### src/rtl/mem_stage.sv
// Pipeline MEM stage: runs loads and stores as little-endian byte-serial transfers on the
// dmem req/ack port, stalling the pipeline meanwhile; non-memory results pass straight through.
module mem_stage (
  input  logic        clk,
  input  logic        rst,
  input  logic [7:0]  mem_aluop,
  input  logic [4:0]  mem_wd,
  input  logic        mem_wreg,
  input  logic [31:0] mem_wdata,
  input  logic        mem_mem_ce,
  input  logic [31:0] mem_mem_addr,
  input  logic [31:0] mem_mem_data,
  output logic [4:0]  wb_wd,
  output logic        wb_wreg,
  output logic [31:0] wb_wdata,
  output logic        stallreq_mem,
  output logic        dmem_req,
  output logic        dmem_we,
  output logic [31:0] dmem_addr,
  output logic [7:0]  dmem_wdata,
  input  logic [7:0]  dmem_rdata,
  input  logic        dmem_ack
);

  localparam logic [7:0] OP_LB  = 8'h20;
  localparam logic [7:0] OP_LH  = 8'h21;
  localparam logic [7:0] OP_LW  = 8'h22;
  localparam logic [7:0] OP_LBU = 8'h23;
  localparam logic [7:0] OP_LHU = 8'h24;
  localparam logic [7:0] OP_SB  = 8'h28;
  localparam logic [7:0] OP_SH  = 8'h29;
  localparam logic [7:0] OP_SW  = 8'h2A;

  typedef enum logic [1:0] {
    IDLE = 2'd0,
    XFER = 2'd1,
    DONE = 2'd2
  } state_t;

  state_t      state_r;
  state_t      state_nxt_s;
  logic [7:0]  op_r;
  logic [31:0] addr_r;
  logic [31:0] sdata_r;
  logic [31:0] asm_r;
  logic [1:0]  idx_r;
  logic        mem_op_s;
  logic        last_s;
  logic        xfer_s;

  function automatic logic is_mem_op(input logic ce, input logic [7:0] op);
    logic hit;
    case (op)
      OP_LB, OP_LH, OP_LW, OP_LBU, OP_LHU, OP_SB, OP_SH, OP_SW: hit = 1'b1;
      default: hit = 1'b0;
    endcase
    return ce && hit;
  endfunction

  function automatic logic is_load(input logic [7:0] op);
    case (op)
      OP_LB, OP_LH, OP_LW, OP_LBU, OP_LHU: return 1'b1;
      default: return 1'b0;
    endcase
  endfunction

  // Index of the final byte of the transfer: 0, 1 or 3.
  function automatic logic [1:0] last_idx(input logic [7:0] op);
    case (op)
      OP_LB, OP_LBU, OP_SB: return 2'd0;
      OP_LH, OP_LHU, OP_SH: return 2'd1;
      default: return 2'd3;
    endcase
  endfunction

  function automatic logic [31:0] extend(input logic [7:0] op, input logic [31:0] v);
    case (op)
      OP_LB:   return {{24{v[7]}}, v[7:0]};
      OP_LH:   return {{16{v[15]}}, v[15:0]};
      OP_LBU:  return {24'd0, v[7:0]};
      OP_LHU:  return {16'd0, v[15:0]};
      default: return v;
    endcase
  endfunction

  assign mem_op_s = is_mem_op(mem_mem_ce, mem_aluop);
  assign last_s   = (idx_r == last_idx(op_r));
  assign xfer_s   = (state_r == XFER);

  // The dmem port is decoded from registered state only, so ack never feeds back into req.
  assign dmem_req   = xfer_s;
  assign dmem_we    = xfer_s && !is_load(op_r);
  assign dmem_addr  = xfer_s ? (addr_r + {30'd0, idx_r}) : 32'd0;
  assign dmem_wdata = xfer_s ? sdata_r[{idx_r, 3'b000} +: 8] : 8'd0;

  // Next state plus writeback/stall outputs.
  always_comb begin
    state_nxt_s  = state_r;
    wb_wd        = mem_wd;
    wb_wreg      = mem_wreg;
    wb_wdata     = mem_wdata;
    stallreq_mem = 1'b0;
    case (state_r)
      IDLE: begin
        if (mem_op_s) begin
          state_nxt_s  = XFER;
          stallreq_mem = 1'b1;
          wb_wd        = 5'd0;
          wb_wreg      = 1'b0;
          wb_wdata     = 32'd0;
        end else begin
          state_nxt_s  = IDLE;
        end
      end
      XFER: begin
        if (dmem_ack && last_s) begin
          state_nxt_s = DONE;
        end else begin
          state_nxt_s = XFER;
        end
        stallreq_mem = 1'b1;
        wb_wd        = 5'd0;
        wb_wreg      = 1'b0;
        wb_wdata     = 32'd0;
      end
      DONE: begin
        // The op still on the inputs here is the one just finished; never restart it.
        state_nxt_s = IDLE;
        if (is_load(op_r)) begin
          wb_wdata = extend(op_r, asm_r);
        end else begin
          wb_wdata = mem_wdata;
        end
      end
      default: begin
        state_nxt_s = IDLE;
      end
    endcase
  end

  // State, latched request and load assembly register.
  always_ff @(posedge clk) begin
    if (rst) begin
      state_r <= IDLE;
      op_r    <= 8'd0;
      addr_r  <= 32'd0;
      sdata_r <= 32'd0;
      asm_r   <= 32'd0;
      idx_r   <= 2'd0;
    end else begin
      state_r <= state_nxt_s;
      case (state_r)
        IDLE: begin
          if (mem_op_s) begin
            op_r    <= mem_aluop;
            addr_r  <= mem_mem_addr;
            sdata_r <= mem_mem_data;
            asm_r   <= 32'd0;
            idx_r   <= 2'd0;
          end
        end
        XFER: begin
          if (dmem_ack) begin
            if (is_load(op_r)) begin
              asm_r[{idx_r, 3'b000} +: 8] <= dmem_rdata;
            end
            idx_r <= idx_r + 2'd1;
          end
        end
        default: begin
        end
      endcase
    end
  end

endmodule

### config.mk
export PLATFORM = sky130hd
export DESIGN_NAME = mem_stage
export DESIGN_NICKNAME = d
export VERILOG_FILES = /design/src/rtl/mem_stage.sv
export SDC_FILE = /design/constraint.sdc
export NUM_CORES = 1
export LEC_CHECK = 0
export ABC_CLOCK_PERIOD_IN_PS = 3170
export BUFFER_PORTS_ARGS = -buffer_cell sky130_fd_sc_hd__buf_2
export CELL_PAD_IN_SITES_DETAIL_PLACEMENT = 0
export CELL_PAD_IN_SITES_GLOBAL_PLACEMENT = 2
export CORE_ASPECT_RATIO = 1.4
export CORE_MARGIN = 2
export CORE_UTILIZATION = 29
export DETAILED_ROUTE_END_ITERATION = 8
export PLACE_DENSITY_LB_ADDON = 0.2
export SLEW_MARGIN = 20
export SYNTH_ARGS = -nofsm -noshare
export SYNTH_HDL_FRONTEND = slang
export SYNTH_SLANG_ARGS = --single-unit
### constraint.sdc
create_clock -name clk -period 3.17 [get_ports clk]
set_clock_uncertainty 0.15 [all_clocks]
set_input_delay 0.1585 -clock clk [delete_from_list [all_inputs] [get_ports clk]]
set_output_delay 0.1585 -clock clk [all_outputs]
set_load 0.1 [all_outputs]
# Yosys cells after proc, flatten, opt, wreduce, memory -nomap -nowiden
# Cells that the tools add are included.
[totals]
register_bits = 108
latch_bits = 0
mem_bits_rw = 0
rom_bits = 0
input_bits = 122
out_inout_bits = 81
word_cells = 76
n_memories = 0
[op_classes]
n_addsub = 3
multipliers = 0
n_div = 0
magnitude_cmp = 0
n_eq_ne = 21
n_shift = 3
n_mux = 30
bitwise_logic = 0
n_reduce_logical = 13
[op_table]
columns = ["operator", "n"]
rows = [
  ["32-bit 2-to-1 mux", 6],
  ["32-bit case mux with 4 select lines", 1],
  ["8-bit by 6-bit equality test with 1-bit output (second input constant)", 15],
  ["32-bit case mux with 3 select lines", 1],
  ["32-bit case mux with 2 select lines", 1],
  ["32-bit by 2-bit adder with 32-bit output", 1],
  ["32-bit bitwise mux", 1],
  ["8-bit by 7-bit variable shift with 32-bit output (first input constant)", 1],
  ["32-bit by 6-bit variable part select with 8-bit output", 1],
  ["8-bit by 7-bit variable part select with 32-bit output", 1],
  ["2-bit case mux with 2 select lines", 3],
  ["5-bit case mux with 2 select lines", 1],
  ["1-bit 2-to-1 mux", 9],
  ["8-bit 2-to-1 mux", 1],
  ["8-bit OR reduction", 1],
  ["5-bit negation with 7-bit output", 1],
  ["2-bit 2-to-1 mux", 3],
  ["3-bit OR reduction", 2],
  ["5-bit 2-to-1 mux", 1],
  ["5-bit OR reduction", 1],
  ["2-bit inequality test (second input constant)", 2],
  ["1-bit case mux with 2 select lines", 2],
  ["4-bit AND reduction", 1],
  ["1-bit logical AND", 3],
  ["10 further kinds", 10],
]

# Depth between registers and ports, before layout
# Gate-level depths: netlist of the first run.
[depth]
word_depth = 9
depth_mapped = 8
mapped_depth_nobuf = 6

# Least setup slack after synthesis of the first run
# Ideal clock, no wire load.
[synth_timing]
path_kind = "reg2out"
from = "register state_r[0]"
to = "output wb_wdata[0]"
arrival_ps = 3471
required_time_ps = 2862
path_slack_ps = -610
stages_incl_launch_ff = 9
path_buffers = 3
cell_sequence = "dfxtp_1 > clkbuf_1 > nand2b_1 > clkbuf_1 > inv_1 > nor2_1 > o21ai_1 > clkbuf_1 > o21ai_0"
[synth_between]
elab_chain_cells = 2
elab_cells_between_ends = 4
classes_between = "eq/ne: 2; mux: 1; reduce/logical: 1"
[synth_rtl]
columns = ["element", "line", "text"]
rows = [
  ["start: declaration", "40", "state_t state_r;"],
  ["start signal: assignment", "151", "state_r <= state_nxt_s;"],
  ["2-bit equality test, or another cell as far along", "103", "case (state_r)"],
  ["32-bit case mux with 3 select lines *", "103", ""],
  ["end: declaration", "15", "output logic [31:0] wb_wdata,"],
]
# Mark *: on every way between the ends. The rest lies on a longest branch, timed or not.

# Worst setup path after layout of the first run
[layout_timing]
from = "register idx_r[0]"
to = "output dmem_addr[30]"
[layout_between]
elab_chain_cells = 2
[layout_rtl]
columns = ["element", "line", "text"]
rows = [
  ["start: declaration", "46", "logic [1:0] idx_r;"],
  ["start signal: assignment", "167", "idx_r <= idx_r + 2'd1;"],
  ["32-bit by 2-bit adder with 32-bit output", "93", "assign dmem_addr = xfer_s ? (addr_r + {30'd0, idx_r}) : 32'd0;"],
  ["32-bit 2-to-1 mux", "93", ""],
  ["end: declaration", "19", "output logic [31:0] dmem_addr,"],
]
# No other way between the ends.

==> summary by stage, run 1 <==
Run status
The flow ran to the end, and the final reports show no timing, DRC or antenna violations.

Clock network
The clock reaches the later pin of the worst-skew pair after 0.36 ns. After clock tree synthesis, the setup repair step added 0 buffers. After clock tree synthesis, the clock-pin slew on the worst setup and hold paths is 0.08 ns.

The clock drives 108 sinks. The TritonCTS clock tree is built. The H-tree generated during clock tree synthesis spans 3 levels. The root buffer cell chosen for the clock tree is sky130_fd_sc_hd__clkbuf_16. In this run, CTS created clock tree buffers numbering 9. In this run the deepest clock path goes through 2 buffers.

Yosys
The mapped cell area is between 6000 and 7000 um^2. The number of distinct library cell variants in the gate-level netlist after synthesis is 57. Averaged over all synthesized cells, the footprint is between 7 and 8 um^2. In the synthesized netlist, the cells that appear most often are sky130_fd_sc_hd__a21oi_1 (115), sky130_fd_sc_hd__dfxtp_1 (108), sky130_fd_sc_hd__nand3_1 (85). Synthesis handed over a netlist of 890 instances. The number of nets in the synthesized netlist is 1019. The number of synthesized flops with an enable pin is 0.

Yosys attributes the largest share of cell area to sky130_fd_sc_hd__dfxtp_1 (32%), sky130_fd_sc_hd__a21oi_1 (8.5%), sky130_fd_sc_hd__nand3_1 (6.2%), sky130_fd_sc_hd__o21ai_0 (6.0%), sky130_fd_sc_hd__mux2i_1 (4.9%). After synthesis the netlist holds a flip-flop and latch count of 108. Summing the sequential cell areas from Yosys gives 31.7% of the chip area. For this run, the number of Yosys warnings is 0.

Yosys instantiated no cell more often than sky130_fd_sc_hd__a21oi_1. Of all cell types, the one taking the most synthesized area is sky130_fd_sc_hd__dfxtp_1. In the synthesized netlist the dominant register cell turns out to be sky130_fd_sc_hd__dfxtp_1. Of all flip-flops after synthesis, the portion carrying an async set or reset was 0%. The area share of the leading cell type in the synthesized netlist is 31.7%.

Route
Detailed routing inserted a total of 7326 vias. Dividing the detail-routed via count by the number of cells gives 5.12. The final routed DRC violation total is 0. The number of iterations in the first detailed-routing pass is 6.

The final layout contains routed wiring with a total length of around 24000 um. The number of nets with antenna violations after detailed routing is 0. For this block, the initial DRC count from the detailed router was between 400 and 500.

Dividing the detail-routed wire length by the instance count gives 17.1 um.

Critical path
The setup slack of the most critical reg-to-reg path is 0.65 ns. The worst setup path is captured at an output port. The category of the critical setup timing path is reg -> out. The worst path required time is 2.86 ns.

The arrival time of the worst setup path is 2.74 ns. The worst setup path is launched from a flop. The largest driver fanout on the critical path is 8.

Pwr
The power per cell area is 316 nW/um^2. The relative contribution of the clock network to total power is 36.1%. Internal power comes to 2.19 mW. The combinational group share of total power is 21.5%.

Across the VDD grid, the largest voltage drop is 0.223 mV. Registers are responsible for 42.4% of the overall power. The switching power as a share of total power is 32.1%. The net switching power figure is 1.04 mW.

Overall power consumption after layout is estimated at 3.23 mW. The reported leakage power is 3.75 nW.

Finish
Relative to the synthesized area, the layout overhead comes to 50.0%. The share of post-route cells with drive strength above 1 is 27.6%. The final layout contains 1249 nets. The number of inserted diodes is 0.

The filler cell count is 2355. The final cell count without fillers is 1431.

Hold path
The kind of path behind the tightest hold check is in -> reg.

STA
The setup violation total in the final timing report is 0. The final cycle utilization of the critical path is 96.2%. The actual slew at the worst max-slew pin is 1.11 ns.

The post-layout minimum cycle time is 3.05 ns. For this run, the top clock speed supported by timing is 0.328 GHz. The final count of pins violating max slew is 0. The worst slew margin relative to its limit is between 20% and 30%. The number of endpoints with negative hold slack in the final report is 0.

Global routing
The number of antenna violations at the first check in global routing is 0. The busiest layer in global routing is met2. The routing usage on met1 is 22.0%. The number of global-route vias before repair is 7261.

Across every metal layer, demand over resource in global routing totals 19.6%. The largest net degree at the start of global routing is 86. The global routing met3 resource utilization is 2.08%.

Global routing finished with a remaining overflow of 0. The global-route wire length before repair is 38600 um. The met2 layer usage reported by global route is 38.0%.

Job
Max-cap violations in this run came to 0.

Die
For this design the top-level I/O count stands at 203. The total area inside the core boundary comes to around 23000 um^2. The initial utilization of the core area, before any placement, comes to 29.5%. The die covers 24700 um^2. The die is approximately 190 um tall. The die is about 130 um wide. The number of core rows is 66.

Placed design
The number of placed cells counting well taps is 1344. Input and output buffers added on the ports amount to 202. The routability-driven placement congestion ratio is a little over 0.8. The detailed-placement wirelength estimate is 17700 um.
sequential cells by signal, summed over array words and instances (netlist names):
signal and count:
addr_r 32, asm_r 32, sdata_r 32, op_r 8
idx_r 2, state_r 2
worst max-delay path, cell delays in order (launching register included):
cell                      delay (ns)
sky130_fd_sc_hd__dfxtp_1        0.38
sky130_fd_sc_hd__ha_4           0.17
sky130_fd_sc_hd__fa_2           0.24
sky130_fd_sc_hd__nand3_2        0.13
sky130_fd_sc_hd__or4_4          0.63
sky130_fd_sc_hd__or4_1          0.44
sky130_fd_sc_hd__a21oi_2        0.20
sky130_fd_sc_hd__buf_12         0.19
timing repair:
item,in CTS,in global routing
pin swaps,0,5
gates resized for setup,1,6
endpoints found under the setup margin,3,16
hold buffers,69,0
hold endpoints to repair,70,0
cell type report:
class | instances | area, um^2 | share of cell area, %
inverter | 54 | 203 | 1.98
tap | 306 | 383 | 3.75
timing repair buffer | 301 | 2810 | 27.5
clock inverter | 7 | 78.8 | 0.771
multi-input combinational | 646 | 4360 | 42.7
clock buffer | 9 | 225 | 2.20
sequential | 108 | 2160 | 21.2
logic make-up (layout without fill, tap and decap cells):
family | count (synthesis) | after routing | share of synthesized area [%]
AO/OA/AOI/OAI | 301 | 301 | 26.8
AND/OR/NAND/NOR | 284 | 284 | 23.1
buffers and inverters | 136 | 371 | 7.77
flip-flops | 108 | 108 | 31.7
multiplexers | 41 | 41 | 7.50
XOR/XNOR | 13 | 13 | 1.67
adder cells (fa/ha/maj) | 7 | 7 | 1.40
through the flow:
step	setup WS (ns)	hold slack, ns	util (%)	cell area, um^2	TNS [ns]
4_1_cts	0.000318	0.104	44.0	10200	0
3_5_place_dp	0.313	0.269	39.7	9180	0
5_1_grt	-0.00564	0.116	44.2	10200	-0.00800
6_report	0.120	0.105	44.2	10200	0
3_3_place_gp	0.353	0.262	39.6	9160	0
2_1_floorplan	-0.610	0.156	-	6980	-6.79
placed cells by master (no fill, tap or decap), types with 5 or more instances in the layout:
cell type	count
sky130_fd_sc_hd__buf_2	145
sky130_fd_sc_hd__dfxtp_1	108
sky130_fd_sc_hd__a21oi_1	99
sky130_fd_sc_hd__nand3_1	84
sky130_fd_sc_hd__o21ai_0	82
sky130_fd_sc_hd__dlygate4sd3_1	69
sky130_fd_sc_hd__buf_12	59
sky130_fd_sc_hd__inv_1	53
sky130_fd_sc_hd__nand2_1	44
sky130_fd_sc_hd__nand2b_1	36
sky130_fd_sc_hd__mux2i_1	33
sky130_fd_sc_hd__buf_4	27
sky130_fd_sc_hd__nor2_1	25
sky130_fd_sc_hd__o211ai_1	18
sky130_fd_sc_hd__and2_1	16
sky130_fd_sc_hd__o311ai_0	16
sky130_fd_sc_hd__a21oi_2	16
sky130_fd_sc_hd__a22oi_1	13
sky130_fd_sc_hd__or4_1	12
sky130_fd_sc_hd__o31ai_1	12
sky130_fd_sc_hd__nor2b_1	11
sky130_fd_sc_hd__o221ai_2	10
sky130_fd_sc_hd__nand4_1	9
sky130_fd_sc_hd__clkbuf_16	9
sky130_fd_sc_hd__o2bb2ai_2	8
sky130_fd_sc_hd__mux4_2	8
sky130_fd_sc_hd__nor4_1	8
sky130_fd_sc_hd__xnor2_1	7
sky130_fd_sc_hd__o221ai_1	6
sky130_fd_sc_hd__or3_1	6
sky130_fd_sc_hd__xor2_1	6
sky130_fd_sc_hd__ha_1	5
power groups by stage:
| stage | Sequential [mW] | Combinational (mW) | Clock (mW) |
|---|---|---|---|
| final | 1.37 | 0.693 | 1.17 |
| after global placement | 1.40 | 0.631 | 0 |
| after global routing | 1.37 | 0.730 | 1.26 |
| after floorplan | 1.40 | 0.370 | 0 |
| after detailed placement | 1.40 | 0.632 | 0 |
| after CTS | 1.37 | 0.700 | 1.21 |
final timing paths:
| kind | cells past startpoint | startpoint | to |
|---|---|---|---|
| max | 7 | idx_r[0] | dmem_addr[30] |
| max reg2reg | 4 | op_r[7] | asm_r[11] |
| min | 4 | dmem_rdata[2] | asm_r[26] |
| min reg2reg | 2 | asm_r[28] | asm_r[28] |
routing by layer:
layer / share of wire, % / wire length, um
met1: 40 / 9840
met2: 55 / 13500
met3: 2.5 / 607
met4: 2.3 / 560
met5: 0 / 0
(Power assumes the default switching activity.)
==> run 2: changes to the inputs <==
--- a/config.mk
+++ b/config.mk
@@ -10,7 +10,6 @@
 export CELL_PAD_IN_SITES_DETAIL_PLACEMENT = 0
 export CELL_PAD_IN_SITES_GLOBAL_PLACEMENT = 2
 export CORE_ASPECT_RATIO = 1.4
-export CORE_MARGIN = 2
 export CORE_UTILIZATION = 29
 export DETAILED_ROUTE_END_ITERATION = 8
 export PLACE_DENSITY_LB_ADDON = 0.2
==> constraint.sdc (replaced) <==
create_clock -name clk -period 3.17 [get_ports clk]
set_clock_uncertainty 0.15 [all_clocks]
set_input_delay 0.1585 -clock clk [delete_from_list [all_inputs] [get_ports clk]]
set_output_delay 0.1585 -clock clk [all_outputs]
set_load 0.005 [all_outputs]
==> summary by stage, run 2 (synthesis gave the netlist of run 1 again) <==
Hold path
The path class of the tightest hold or removal check is in -> reg. The startpoint identified for the worst hold timing path is dmem_rdata[7]. The worst hold path was traced through 4 stages.

For hold timing, the worst endpoint is asm_r[31].

Die
The count of pins on the block boundary is 203. The horizontal extent of the die is 132 um. For this configuration, the core starts out at a cell density of between 20% and 30%. The die covers between 20000 and 25000 um^2. The number of core rows is 66. The total core area is 23100 um^2. The die is 183 um tall.

STA
The final setup TNS is 0 ns. The final hold slack is 0.0861 ns. The post-layout minimum cycle time is 2.97 ns. The highest achievable clock rate is 0.337 GHz.

The actual slew at the worst max-slew pin is 1.09 ns. The worst pin sits at a relative slew slack of 27.4%. The final count of pins violating max slew was 0. The number of endpoints with negative hold slack in the final report is 0. The worst path uses between 90% and 100% of the clock period.

Setup repair after global routing left no endpoint under its margin. Setup violations remaining at the end of the flow were counted as 0.

Pwr
For this design the static power due to leakage is between 3 and 4 nW. Across the VDD grid, the largest voltage drop is 0.226 mV. Power spread over the standard cell area amounts to around 330 nW/um^2.

Job
The tool flagged a number of max-cap violations equal to 0.

Clock network
Buffers added to address setup during post-CTS repair amount to 0. No sink is reached through more buffers than the 2 on the longest clock path. The tree is rooted in a sky130_fd_sc_hd__clkbuf_16. The number of buffers inserted during clock tree synthesis is 9. CTS built an H-tree with a depth of 3.

Clock tree synthesis found a total of 108 sinks. TritonCTS built the clock tree. The clock-pin transition on the worst setup and hold timing paths is 0.08 ns.

The insertion delay to the later sink of the worst-skew pair is 0.35 ns.

Finish
After routing the design area is 9150 um^2. The post-route core utilization is 39.6%. The share of post-route cells with drive strength above 1 is 23.6%. Leaving out fill and tap cells, the most frequent cells in the layout are sky130_fd_sc_hd__buf_2 (202), sky130_fd_sc_hd__a21oi_1 (115), sky130_fd_sc_hd__dfxtp_1 (108), sky130_fd_sc_hd__nand3_1 (85), sky130_fd_sc_hd__o21ai_0 (82). The layout overhead on the synthesized area is 34.4%. The total number of nets in the final design is 1245. Registers take around 2200 um^2. The number of inserted diodes is 0.

The combined area of the multi-input logic cells is 4150 um^2. The filler cell count is approximately 2500. The largest registers in the layout are addr_r (32), asm_r (32), sdata_r (32).

The most common cell after layout, fill and taps aside is sky130_fd_sc_hd__buf_2.

Placed design
The count of port buffers added during placement is 202. Summed over all nets, the half-perimeter wirelength after detailed placement is 16900 um. Summing all placed instances gives a cell area of 8110 um^2. At the end of routability-driven placement, the weighted congestion stood at 0.762.

Global routing
The number of antenna violations at the first check in global routing is 0. Entering global routing, the biggest net connects 80 pins. The first global-routing pass estimated 37700 um of wire. The number of global-route vias before repair is 7083. The total grt overflow is 0. For this run, the total global-route usage over all layers was measured as between 10% and 20%.

Critical path
The element type at the critical path end is an output port. The arrival time of the worst setup path is 2.66 ns. The category of the critical setup timing path is reg -> out. The largest driver fanout on the critical path is 8. Measured in cells, the most critical reg-to-reg path has a length of 4. In this run the critical register-to-register path is launched from op_r[7].

The setup check on the worst reg-to-reg path leaves a slack of 0.58 ns. The worst register-to-register path ends at asm_r[13]. The worst path required time is 2.86 ns. The worst setup path is launched from a flop.

Route
For this block, the initial DRC count from the detailed router was 321. Once detail routing completed, the nets flagged for antenna violations numbered 0. The overall routed net length is between 20000 and 25000 um.

After detailed routing, the number of vias per cell comes to between 5 and 6. The final routed DRC violation total is 0. For this run, the detailed router's first-pass iteration total came to 5.

The routed layout has approximately 7300 vias. The detail-routed net length per standard cell is 16.8 um.

Run status
The flow ran to the end, and the final reports show no timing, DRC or antenna violations.
==> run 2: critical path, stage by stage (launching register included) <==
cell and delay [ns]:
sky130_fd_sc_hd__dfxtp_1 0.33, sky130_fd_sc_hd__ha_1 0.21, sky130_fd_sc_hd__fa_1 0.23, sky130_fd_sc_hd__nand3_1 0.20
sky130_fd_sc_hd__or4_4 0.62, sky130_fd_sc_hd__or4_1 0.41, sky130_fd_sc_hd__a21oi_1 0.16, sky130_fd_sc_hd__buf_2 0.14
==> run 2: per-stage QoR <==
step	std cells	setup slack [ns]	power, mW
after floorplan	890	0.747	1.53
after global placement	1340	0.498	1.70
after detailed placement	1340	0.493	1.70
after CTS	1425	0.0901	3.04
after global routing	1427	0.0581	3.14
final	1427	0.205	3.00
==> run 2: final cells by class <==
type                       count  share of cell area (%)
clock buffer                   9                    2.46
clock inverter                 7                    1.15
inverter                      54                    2.21
multi-input combinational    646                    45.4
sequential                   108                    23.6
tap                          306                    4.18
timing repair buffer         297                    21.0
==> run 2: timing repair <==
action	4_1_cts	5_1_grt
resized for setup	0	2
hold buffers	69	0
setup endpoints to repair	0	10
hold endpoints to repair	69	0
==> run 2: how the worst max path moves through the flow <==
stage,startpoint,endpoint,slack [ns]
finish,addr_r[0],dmem_addr[30],0.20
CTS,addr_r[7],dmem_addr[31],0.09
detailed placement,addr_r[0],dmem_addr[30],0.49
global placement,addr_r[0],dmem_addr[26],0.50
floorplan,idx_r[0],dmem_addr[28],0.75
global route,addr_r[0],dmem_addr[30],0.06
==> run 2: power breakdown <==
group / switching (mW) / internal [mW] / total, mW
Combinational: 0.178 / 0.181 / 0.359
Clock: 0.568 / 0.707 / 1.27
Sequential: 0.00650 / 1.36 / 1.37
==> run 2: per-layer routing <==
metal	wire, um	share of wire [%]	vias up	GRT usage, %
met5	0	0	-	0
met1	9770	41	3407	21.7
met4	294	1.2	0	5.30
li1	-	-	3702	-
met3	698	2.9	19	2.24
met2	13200	55	153	39.0
==> run 3: changes to the inputs <==
--- a/config.mk
+++ b/config.mk
@@ -5,12 +5,12 @@
 export SDC_FILE = /design/constraint.sdc
 export NUM_CORES = 1
 export LEC_CHECK = 0
-export ABC_CLOCK_PERIOD_IN_PS = 3170
+export ABC_CLOCK_PERIOD_IN_PS = 3700
 export BUFFER_PORTS_ARGS = -buffer_cell sky130_fd_sc_hd__buf_2
 export CELL_PAD_IN_SITES_DETAIL_PLACEMENT = 0
 export CELL_PAD_IN_SITES_GLOBAL_PLACEMENT = 2
 export CORE_ASPECT_RATIO = 1.4
-export CORE_UTILIZATION = 29
+export CORE_UTILIZATION = 31
 export DETAILED_ROUTE_END_ITERATION = 8
 export PLACE_DENSITY_LB_ADDON = 0.2
 export SLEW_MARGIN = 20
==> constraint.sdc (replaced) <==
create_clock -name clk -period 3.7 [get_ports clk]
set_clock_uncertainty 0.15 [all_clocks]
set_input_delay 0.185 -clock clk [delete_from_list [all_inputs] [get_ports clk]]
set_output_delay 0.185 -clock clk [all_outputs]
set_load 0.1 [all_outputs]
==> summary by stage, run 3 (synthesis gave the netlist of run 1 again) <==
Placed design
Summing all placed instances gives a cell area of 8730 um^2. In this run, placement finished with an instance count of around 1300. The count of port buffers added during placement is about 200. The routability-driven placement congestion ratio is 0.818. The detailed-placement wirelength estimate is 16800 um.

STA
Setup repair after global routing left no endpoint under its margin. Derived from the worst setup path, the maximum achievable clock frequency is 0.307 GHz. The number of endpoints with negative hold slack in the final report is 0.

The clock period could shrink to 3.26 ns. The final count of pins violating max slew is 0. Headroom to the max-slew limit came out at 23.4%. The final cycle utilization of the critical path is roughly 88%. In the final timing run, aggregate negative setup slack is 0 ns. The setup violation total in the final timing report is 0.

The actual slew at the worst max-slew pin is roughly 1.1 ns.

Hold path
The kind of path behind the tightest hold check is in -> reg. The cell count of the worst hold path is 3.

Global routing
The first global-routing pass estimated 37600 um of wire. The number of antenna violations at the first check in global routing came to 1. Global routing used approximately a fifth of the available tracks. Global routing finished with a remaining overflow of 0. The number of global-route vias before repair is 7209. The largest net degree at the start of global routing is 85.

Critical path
STA classifies the critical path endpoint as an output port. Of all nets on the critical path, the largest fanout is 8. The worst register-to-register path has a depth of 4. The worst setup path is of the reg -> out kind. Walking the worst path, the cells encountered are ha_1 -> fa_1 -> nand3_1 -> or4_1 -> or4_1 -> a21oi_2 -> buf_12. The maximum single-stage delay on the critical path is roughly 0.7 ns. Among the stages of the critical path, the cell type that occurs most often is sky130_fd_sc_hd__or4_1.

On the critical path, the stage with the largest delay is an instance of sky130_fd_sc_hd__or4_1. STA puts the critical path data arrival time at 2.93 ns. STA puts the critical path data required time at 3.37 ns. The kind of start point of the critical path is a flop.

Clock network
CTS placed an instance of sky130_fd_sc_hd__clkbuf_16 at the clock tree root. The CTS sink count is 108. The TritonCTS clock tree is built. The number of buffers inserted during clock tree synthesis is 9.

The insertion delay to the later sink of the worst-skew pair is 0.36 ns. The buffer levels on the longest clock path is 2. CTS built an H-tree with a depth of 3. After clock tree synthesis, the clock-pin slew on the worst setup and hold paths is 0.08 ns.

Die
The die is 127 um wide. The number of core rows is 63. The die covers 22600 um^2.

The total area inside the core boundary comes to 21400 um^2. The count of pins on the block boundary is 203. For this configuration, the core starts out at a cell density of 31.9%. From bottom edge to top edge, the die measures 177 um.

Route
The final routed DRC violation total is 0. The first TritonRoute pass finished after 4 iterations. Once detail routing completed, the nets flagged for antenna violations numbered 0. Using the TritonRoute via totals, the vias-per-cell ratio works out to 5.21. The via count is about 7400. The overall routed net length is 23500 um. The violation count after the first detailed-routing iteration is approximately 450.

The detail-routed net length per standard cell is 16.6 um.

Finish
The area growth from synthesis to layout is 43.2%. The largest registers in the layout are addr_r (32), asm_r (32), sdata_r (32). Leaving out fill and tap cells, the most frequent cell in the layout is sky130_fd_sc_hd__buf_2. Once layout is complete, the cells apart from fillers number 1414. The filler cell count is 2161. The share of post-route cells with drive strength above 1 is 23.8%. The sequential cell area in the final layout is 2160 um^2. Summing all multi-input logic gate instances after layout gives ~4200 um^2. At the end of the flow, the number of nets in the layout was 1245. The final design area excluding fillers is 9750 um^2. Leaving out fill and tap cells, the most frequent cells in the layout are sky130_fd_sc_hd__buf_2 (159), sky130_fd_sc_hd__a21oi_1 (112), sky130_fd_sc_hd__dfxtp_1 (108), sky130_fd_sc_hd__nand3_1 (85), sky130_fd_sc_hd__o21ai_0 (82).

Pwr
The reported leakage power is 3.68 nW. Power spread over the standard cell area amounts to 286 nW/um^2. The worst-case IR drop observed on VDD is roughly 0.21 mV. The overall power of the completed layout is ~2.8 mW.

Job
The max capacitance violation total is 0.

Run status
The run finished with clean final reports.
## run 3: through the flow
step / worst slack (ns) / hold WS [ns] / utilization (%)
2_1_floorplan: -0.106 / 0.183 / -
3_3_place_gp: 0.860 / 0.291 / 40.9
3_5_place_dp: 0.818 / 0.294 / 40.9
4_1_cts: 0.423 / 0.0249 / 45.6
5_1_grt: 0.263 / 0.0597 / 45.6
6_report: 0.438 / 0.0370 / 45.6
## run 3: repair_timing
item,CTS,global route
endpoints found under the hold margin,68,0
hold buffers,68,0
resized for setup,0,0
setup buffers,0,0
## run 3: worst max-delay path, delay by kind of cell, from the launching register on
kind / cells / cell delay (ns)
simple gates: 3 / 1.37
compound gates: 1 / 0.20
fa+ha+maj: 2 / 0.45
flops: 1 / 0.35
buf+inv: 1 / 0.19
## run 3: worst paths after layout
| check | slack [ns] | start | endpoint |
|---|---|---|---|
| setup / recovery | 0.44 | idx_r[0] | dmem_addr[30] |
| hold / removal | 0.04 | dmem_ack | idx_r[0] |
| setup reg to reg | 1.16 | op_r[7] | asm_r[15] |
| hold reg to reg | 0.33 | asm_r[31] | asm_r[31] |
## run 3: metal layers
layer | GRT usage [%] | wire, um | vias to the layer above
li1 | - | - | 3712
met1 | 23.5 | 9650 | 3463
met2 | 41.2 | 12700 | 165
met3 | 2.35 | 735 | 22
met4 | 6.15 | 446 | 0
met5 | 0 | 0 | -
## run 3: cell type report
cell class	instances	share of cell area, %
sequential	108	22.2
antenna	1	0.0257
inverter	54	2.08
multi-input combinational	646	42.6
clock buffer	9	2.31
tap	292	3.75
timing repair buffer	297	26.0
clock inverter	7	0.988
## run 3: power by group
group | internal (mW) | switching, mW | leakage, nW | total [mW]
logic | 0.219 | 0.360 | 2.66 | 0.579
registers | 1.17 | 0.00566 | 0.870 | 1.17
clock network | 0.497 | 0.542 | 0.156 | 1.04
total | 1.88 | 0.908 | 3.68 | 2.79
